$ cat config.mk
export PLATFORM = sky130hd
export DESIGN_NAME = master_game_sm
export DESIGN_NICKNAME = d
export VERILOG_FILES = /design/src/rtl/master_game_defs_pkg.sv /design/src/rtl/master_game_sm_edge_detect.sv /design/src/rtl/master_game_sm.sv
export SDC_FILE = /design/constraint.sdc
export NUM_CORES = 1
export LEC_CHECK = 0
export ABC_AREA = 1
export BUFFER_PORTS_ARGS = -buffer_cell sky130_fd_sc_hd__buf_2
export CELL_PAD_IN_SITES_DETAIL_PLACEMENT = 1
export CELL_PAD_IN_SITES_GLOBAL_PLACEMENT = 1
export CORE_AREA = 2 2 78 80
export DETAILED_ROUTE_END_ITERATION = 6
export DIE_AREA = 0 0 80 82
export PLACE_DENSITY = 0.57
export SYNTH_ARGS = -nofsm -noshare
export SYNTH_HDL_FRONTEND = slang
export SYNTH_SLANG_ARGS = --single-unit
$ cat constraint.sdc
create_clock -name CLK -period 1.8 [get_ports CLK]
set_clock_uncertainty 0.05 [all_clocks]
set_input_delay 0.09 -clock CLK [delete_from_list [all_inputs] [get_ports CLK]]
set_output_delay 0.09 -clock CLK [all_outputs]
set_load 0.01 [all_outputs]
$ cat src/rtl/master_game_defs_pkg.sv
// Shared game-flow definitions: MASTER_STATE width and state encodings.
// The VGA, snake-control and score blocks import this package so they all
// decode the same values.
package master_game_defs;

  localparam int STATE_W = 3;

  typedef enum logic [STATE_W-1:0] {
    ST_IDLE  = 3'd0,
    ST_PLAY  = 3'd1,
    ST_WIN   = 3'd2,
    ST_LOSE  = 3'd3,
    ST_PAUSE = 3'd4
  } master_state_t;

endpackage

$ cat src/rtl/master_game_sm_edge_detect.sv
// Rising-edge detector for a vector of synchronised, debounced inputs.
// The history register resets to RST_VAL (all-ones by default), so an input
// that is already high when reset releases does not register as a rise.
module master_game_sm_edge_detect #(
  parameter int unsigned W = 1,
  parameter logic [W-1:0] RST_VAL = '1
) (
  input  logic         CLK,
  input  logic         RESET,
  input  logic [W-1:0] sig,
  output logic [W-1:0] rise
);

  logic [W-1:0] sig_q;

  // Sample the input every cycle to remember its previous value.
  always_ff @(posedge CLK or negedge RESET) begin
    if (!RESET) begin
      sig_q <= RST_VAL;
    end else begin
      sig_q <= sig;
    end
  end

  // A rise is a bit that is high now but was low on the previous cycle.
  always_comb begin
    rise = sig & ~sig_q;
  end

endmodule

$ cat src/rtl/master_game_sm.sv
// Top-level game-flow controller for the snake game. Decides when a round
// starts, pauses, is won or lost, keeps the round score, and returns to IDLE
// automatically after a fixed hold time in WIN or LOSE. All outputs are
// registered; MASTER_STATE is the live FSM state for downstream blocks.
module master_game_sm
  import master_game_defs::*;
#(
  parameter int unsigned NUM_BTNS        = 4,
  parameter int unsigned SCORE_W         = 8,
  parameter int unsigned WIN_SCORE       = 10,
  parameter int unsigned END_HOLD_CYCLES = 100
) (
  input  logic                CLK,
  input  logic                RESET,
  input  logic [NUM_BTNS-1:0] BTN,
  input  logic                BTN_PAUSE,
  input  logic                SCORE_PULSE,
  input  logic                COLLISION,
  output logic [STATE_W-1:0]  MASTER_STATE,
  output logic [SCORE_W-1:0]  SCORE,
  output logic                STATE_CHANGE
);

  localparam int unsigned HOLD_W = $clog2(END_HOLD_CYCLES + 1);
  localparam logic [SCORE_W-1:0] WIN_VAL      = SCORE_W'(WIN_SCORE);
  localparam logic [SCORE_W-1:0] WIN_LAST     = SCORE_W'(WIN_SCORE - 1);
  localparam logic [HOLD_W-1:0]  HOLD_LAST    = HOLD_W'(END_HOLD_CYCLES - 1);

  master_state_t       curr_state, next_state;
  logic [SCORE_W-1:0]  score, next_score;
  logic [HOLD_W-1:0]   hold_cnt, next_hold;
  logic                state_change;
  logic [NUM_BTNS-1:0] btn_rise;
  logic                pause_rise;

  master_game_sm_edge_detect #(
    .W      (NUM_BTNS),
    .RST_VAL({NUM_BTNS{1'b1}})
  ) u_btn_edge (
    .CLK  (CLK),
    .RESET(RESET),
    .sig  (BTN),
    .rise (btn_rise)
  );

  master_game_sm_edge_detect #(
    .W      (1),
    .RST_VAL(1'b1)
  ) u_pause_edge (
    .CLK  (CLK),
    .RESET(RESET),
    .sig  (BTN_PAUSE),
    .rise (pause_rise)
  );

  // Next-state, score and hold-counter logic; every path holds by default.
  always_comb begin
    next_state = curr_state;
    next_score = score;
    next_hold  = '0;
    case (curr_state)
      ST_IDLE: begin
        if (|btn_rise) begin
          next_state = ST_PLAY;
          next_score = '0;
        end
      end
      ST_PLAY: begin
        // Collision wins over a same-cycle score pulse; a score pulse wins
        // over a same-cycle pause press (the pause must be pressed again).
        if (COLLISION) begin
          next_state = ST_LOSE;
        end else if (SCORE_PULSE) begin
          if (score == WIN_LAST) begin
            next_score = WIN_VAL;
            next_state = ST_WIN;
          end else begin
            next_score = score + SCORE_W'(1);
          end
        end else if (pause_rise) begin
          next_state = ST_PAUSE;
        end
      end
      ST_PAUSE: begin
        if (pause_rise) begin
          next_state = ST_PLAY;
        end
      end
      ST_WIN, ST_LOSE: begin
        // Score holds its final value; counter restarts from 0 on exit.
        if (hold_cnt == HOLD_LAST) begin
          next_state = ST_IDLE;
        end else begin
          next_hold = hold_cnt + HOLD_W'(1);
        end
      end
      default: begin
        // Unused encodings recover to a clean IDLE.
        next_state = ST_IDLE;
        next_score = '0;
      end
    endcase
  end

  // State, score, hold counter and change pulse registers.
  always_ff @(posedge CLK or negedge RESET) begin
    if (!RESET) begin
      curr_state   <= ST_IDLE;
      score        <= '0;
      hold_cnt     <= '0;
      state_change <= 1'b0;
    end else begin
      curr_state   <= next_state;
      score        <= next_score;
      hold_cnt     <= next_hold;
      state_change <= (next_state != curr_state);
    end
  end

  // Outputs are the registers themselves.
  always_comb begin
    MASTER_STATE = curr_state;
    SCORE        = score;
    STATE_CHANGE = state_change;
  end

endmodule
Yosys cells after proc, flatten, opt, wreduce, memory -nomap -nowiden
Cells that the tools add are included.
{ "op_classes": {"bitwise": 5, "addsub": 2, "reduce_logical": 5, "mux": 15, "eq_ne": 10} }
{ "op_table": {"columns": ["op", "n"], "rows": [
  ["2-to-1 mux 8 bit", 4],
  ["one-hot mux 8 bit (3 select lines)", 1],
  ["2-to-1 mux 3 bit", 7],
  ["2-to-1 mux 7 bit", 2],
  ["one-hot mux 3 bit (4 select lines)", 1],
  ["adder 8 x 1 -> 8 bit (second input constant)", 1],
  ["equality test 8 x 4 -> 1 bit (second input constant)", 1],
  ["adder 7 x 1 -> 7 bit (second input constant)", 1],
  ["equality test 7 bit (second input constant)", 1],
  ["equality test 3 x 2 -> 1 bit (second input constant)", 2],
  ["!= test 2 bit (second input constant)", 3],
  ["bitwise AND 4 bit", 1],
  ["NOT 4 bit", 1],
  ["AND reduction 4 bit", 1],
  ["OR reduction 4 bit", 1],
  ["equality test 3 x 1 -> 1 bit (second input constant)", 1],
  ["equality test 3 bit (second input constant)", 1],
  ["zero test 3 bit", 1],
  ["!= test 3 bit", 1],
  ["OR reduction 3 bit", 1],
  ["NOT 1 bit", 2],
  ["OR reduction 2 bit", 1],
  ["bitwise AND 1 bit", 1]
]} }
{ "totals": {"inputBits": 9, "reg_bits": 24} }

Longest topological paths before layout
{ "depth": {"ltp_word": 7, "mapped_depth": 9} }

Hierarchy
Synthesis repeated with hierarchy kept, for this count alone.
{ "unflattened": {"hier_cells": 159, "hier_area_um2": 1310.0} }
{ "by_module_without_submodules": {"columns": ["module", "cells_each", "instances", "seq_area_each_um2", "area_each_um2"], "rows": [
  ["master_game_sm", 144, 1, 475.5, 1128.6],
  ["master_game_sm_edge_detect (u_btn_edge)", 12, 1, 105.1, 145.1],
  ["master_game_sm_edge_detect (u_pause_edge)", 3, 1, 26.3, 36.3]
]} }

Worst setup path before layout
No wires, ideal clock.
{ "synth_path": {"path_kind": "register to register", "startpoint": "reg curr_state[1], in the netlist MASTER_STATE[1]", "endpoint": "reg score[0], in the netlist SCORE[0]", "arrival_time_ps": 1200, "stages_incl_launch_ff": 10, "required_time_ps": 1633, "setup_slack_ps": 433, "period_less_slack_ps": 1367, "setup_time_ps": 117, "cell_sequence": "dfrtp_1 -> inv_1 -> nor2_1 -> inv_2 -> nand2_1 -> nor3_2 -> nand2_2 -> buf_6 -> nand2_2 -> o21ai_2"} }
{ "synth_via": {"elab_chain_len": 4, "elab_cells_between_ends": 12, "classes_between": "eq/ne: 7; mux: 1; bitwise: 1; reduce/logical: 3"} }
{ "synth_lines": {"columns": ["item", "line_no", "text"], "rows": [
  ["from (decl)", "master_game_sm.sv:29", "master_state_t curr_state, next_state;"],
  ["from (signal assigned)", "master_game_sm.sv:113", "curr_state <= next_state;"],
  ["equality test 3 x 2 -> 1 bit / equality test 3 bit (equally long branches)", "master_game_sm.sv:61", "case (curr_state)"],
  ["OR reduction 3 bit (no source line)", null, null],
  ["NOT 1 bit (no source line)", null, null],
  ["AND reduction 4 bit (no source line)", null, null],
  ["to (signal assigned)", "master_game_sm.sv:114", "score <= next_score;"],
  ["to (decl)", "master_game_sm.sv:30", "logic [SCORE_W-1:0] score, next_score;"]
]} }
Several ways; a longest one is shown, not always the timed one.
A chain may end at the register's enable or synchronous reset.

Worst setup path in the final report
{ "layout_path": {"startpoint": "reg curr_state[1], in the netlist MASTER_STATE[1]", "endpoint": "reg score[2], in the netlist SCORE[2]"} }
The elaborated chain is that of the path after synthesis.

==> flow_summary.json <==
{
  "status": "finished clean",
  "fmax_mhz": 612,
  "p_per_area_nw_per_um2": 1160,
  "die_x_um": 80,
  "drc_errors": 0,
  "synth_nets": 170,
  "fin_setup_tns_ns": 0,
  "synthArstFlopShare_pct": 100,
  "worst_slew_pin_slew_ns": 0.556,
  "core_um2": 5750,
  "post_cts_resized": 0,
  "finalMaxSlewViolations": 0,
  "comb_power_share_pct": 30.3,
  "clkTransAtPathRegs_ns": 0.09,
  "grt_usage_pct": 10.0,
  "fillers": 711,
  "synth_top_area_share_pct": 37.2,
  "io_pins": 21,
  "ant_nets": 0,
  "initial_utilization_pct": 22.3,
  "synth_edf_count": 0,
  "worstSetupEndpointType": "register",
  "p_seq_share_pct": 43.8,
  "synth_warnings": 0,
  "setup_ws_ns": 0.167,
  "clock_path_buffers": 2,
  "cts_made_buffers": 3,
  "p_sw_mw": 0.665,
  "swShare_pct": 35.8,
  "rsz0062_at_grt": "no",
  "yosys-top-cells-count": "nand2_1, nor2_1, inv_1, dfrtp_1, nand3_1",
  "htreeDepth": 1,
  "avgSynthCellArea_um2": 8.09,
  "wire_per_inst_um": 11.5,
  "yosysMostFrequentCell": "nand2_1",
  "setup_viol": 0,
  "vias": 1101,
  "crit_fanout": 12,
  "cts_tree": "done",
  "drt-pass1-iter-count": 3,
  "place_hpwl_um": 2310,
  "cp_data_required_time_ns": 1.91,
  "hold_viol": 0,
  "criticalPathCategory": "reg -> reg",
  "ir_drop_v": 0.000366,
  "antenna_found_initial": 0,
  "worstPathArrival_ns": 1.75,
  "area_growth_pct": 25.3,
  "synth-seq-cells": 24,
  "yosysTopAreaCell": "dfrtp_1",
  "netlist_area_um2": 1280,
  "cts_root_buf": "clkbuf_8",
  "hold_class": "in -> reg",
  "synth-seq-area-share_pct": 47.5,
  "post-place-ws_ns": 0.161,
  "dieHeight_um": 82,
  "synthCells": 158,
  "via_per_inst": 4.19,
  "register_area_um2": 607,
  "grt_pass1_wl_um": 5070,
  "overflow": 0,
  "final_util_pct": 27.9,
  "dr.first_iter.drc_count": 27,
  "clock_latency_ns": 0.27,
  "p_leak_nw": 0.765,
  "synth-main-ff-cell": "dfrtp_1",
  "rows": 28,
  "die-area_um2": 6560,
  "relSlewSlack_pct": 62.9,
  "internal-power_mw": 1.20,
  "min_period_over_period_pct": 90.7,
  "numClockSinks": 24,
  "grt_pass1_vias": 1104,
  "cp-start-kind": "register",
  "ys_top_cells_by_area": "dfrtp_1, dfstp_2, nand2_1, nor2_1, inv_1",
  "portBuffers": 20,
  "diodes": 0,
  "place_congestion": 0.708,
  "synth_cell_types": 27,
  "wl_um": 3020,
  "final_nets": 201,
  "grt_max_degree": 25,
  "fin_crit_ns": 1.63,
  "maxCapViolCount": 0,
  "clock_power_share_pct": 25.8,
  "multi_input_area_um2": 571,
  "drive_above_1_share_pct": 24.5
}
==> placed cells by master, fill, tap and decap left out, types with 4 or more instances in the layout <==
cell type and instances:
buf_2 20, dfrtp_1 19, dfstp_2 5, dlygate4sd3_1 7, inv_1 21, nand2_1 33
nand2_2 6, nand3_1 10, nor2_1 23, o21ai_0 4, o21ai_2 5
==> metrics by stage <==
stage	cells	total power [mW]	hold slack [ns]	area, um2
2_1_floorplan	158	1.20	-0.256	1280
3_3_place_gp	252	1.39	0.0786	1460
3_5_place_dp	252	1.40	0.0763	1460
4_1_cts	263	1.90	0.105	1600
5_1_grt	263	2.01	0.122	1600
6_report	263	1.86	0.0994	1600
==> final timing paths <==
path                            startpoint                   to  slack [ns]  cells after the start
max                        MASTER_STATE[1]             SCORE[2]        0.17                      8
min reg2reg                    hold_cnt[0]          hold_cnt[0]        0.43                      1
min                            SCORE_PULSE      MASTER_STATE[1]         0.1                      3
min in group asynchronous            RESET             SCORE[4]        0.29                      2
max reg2reg                MASTER_STATE[1]             SCORE[2]        0.17                      8
max in group asynchronous            RESET  u_btn_edge.sig_q[3]        1.04                      2
==> power by group through the flow <==
stage | Clock [mW] | Combinational, mW | Sequential (mW)
final | 0.481 | 0.565 | 0.816
after global routing | 0.515 | 0.653 | 0.847
after CTS | 0.503 | 0.582 | 0.819
after global placement | 0 | 0.562 | 0.828
after detailed placement | 0 | 0.569 | 0.829
after floorplan | 0 | 0.382 | 0.821
==> layer usage <==
layer | share of wire, % | GRT usage, % | vias up | wire (um)
li1 | - | - | 555 | -
met1 | 48 | 12.7 | 531 | 1450
met5 | 0 | 0 | - | 0
met2 | 49 | 17.0 | 11 | 1480
met4 | 1.5 | 4.07 | 0 | 44
met3 | 1.6 | 1.65 | 4 | 49
==> state kept, by name, summed over array words and instances, names as in the netlist <==
signal              cells
MASTER_STATE            3
SCORE                   8
STATE_CHANGE            1
hold_cnt                7
u_btn_edge.sig_q        4
u_pause_edge.sig_q      1
==> worst max-delay path: stages, from the launching register on <==
cell,delay (ns)
dfrtp_1,0.43
inv_1,0.10
nand3_2,0.18
nor2_2,0.20
nor3_2,0.07
nand2_2,0.27
inv_2,0.11
nand2_1,0.07
o21ai_1,0.05
==> layout make-up <==
cell class / instances / area share [%]
Sequential cell: 24 / 37.9
Clock inverter: 1 / 1.87
Clock buffer: 3 / 2.58
Timing Repair Buffer: 27 / 10.6
Inverter: 24 / 5.62
Tap cell: 75 / 5.85
Multi-Input combinational cell: 109 / 35.6
==> kinds of logic after synthesis <==
family | Yosys count | synth area share, %
AOI/OAI and AO/OA | 17 | 8.61
xor gates and xnor gates | 4 | 2.74
adders and majority gates | 3 | 2.94
buffers and inverters | 25 | 7.93
DFF | 24 | 47.5
and+or+nand+nor | 85 | 30.3
==> what timing repair did <==
item                      4_1_cts  5_1_grt
buffers inserted                0        0
hold buffers                    7        0
hold endpoints to repair       25        0
Note: power is estimated with default switching activity, not from simulation.
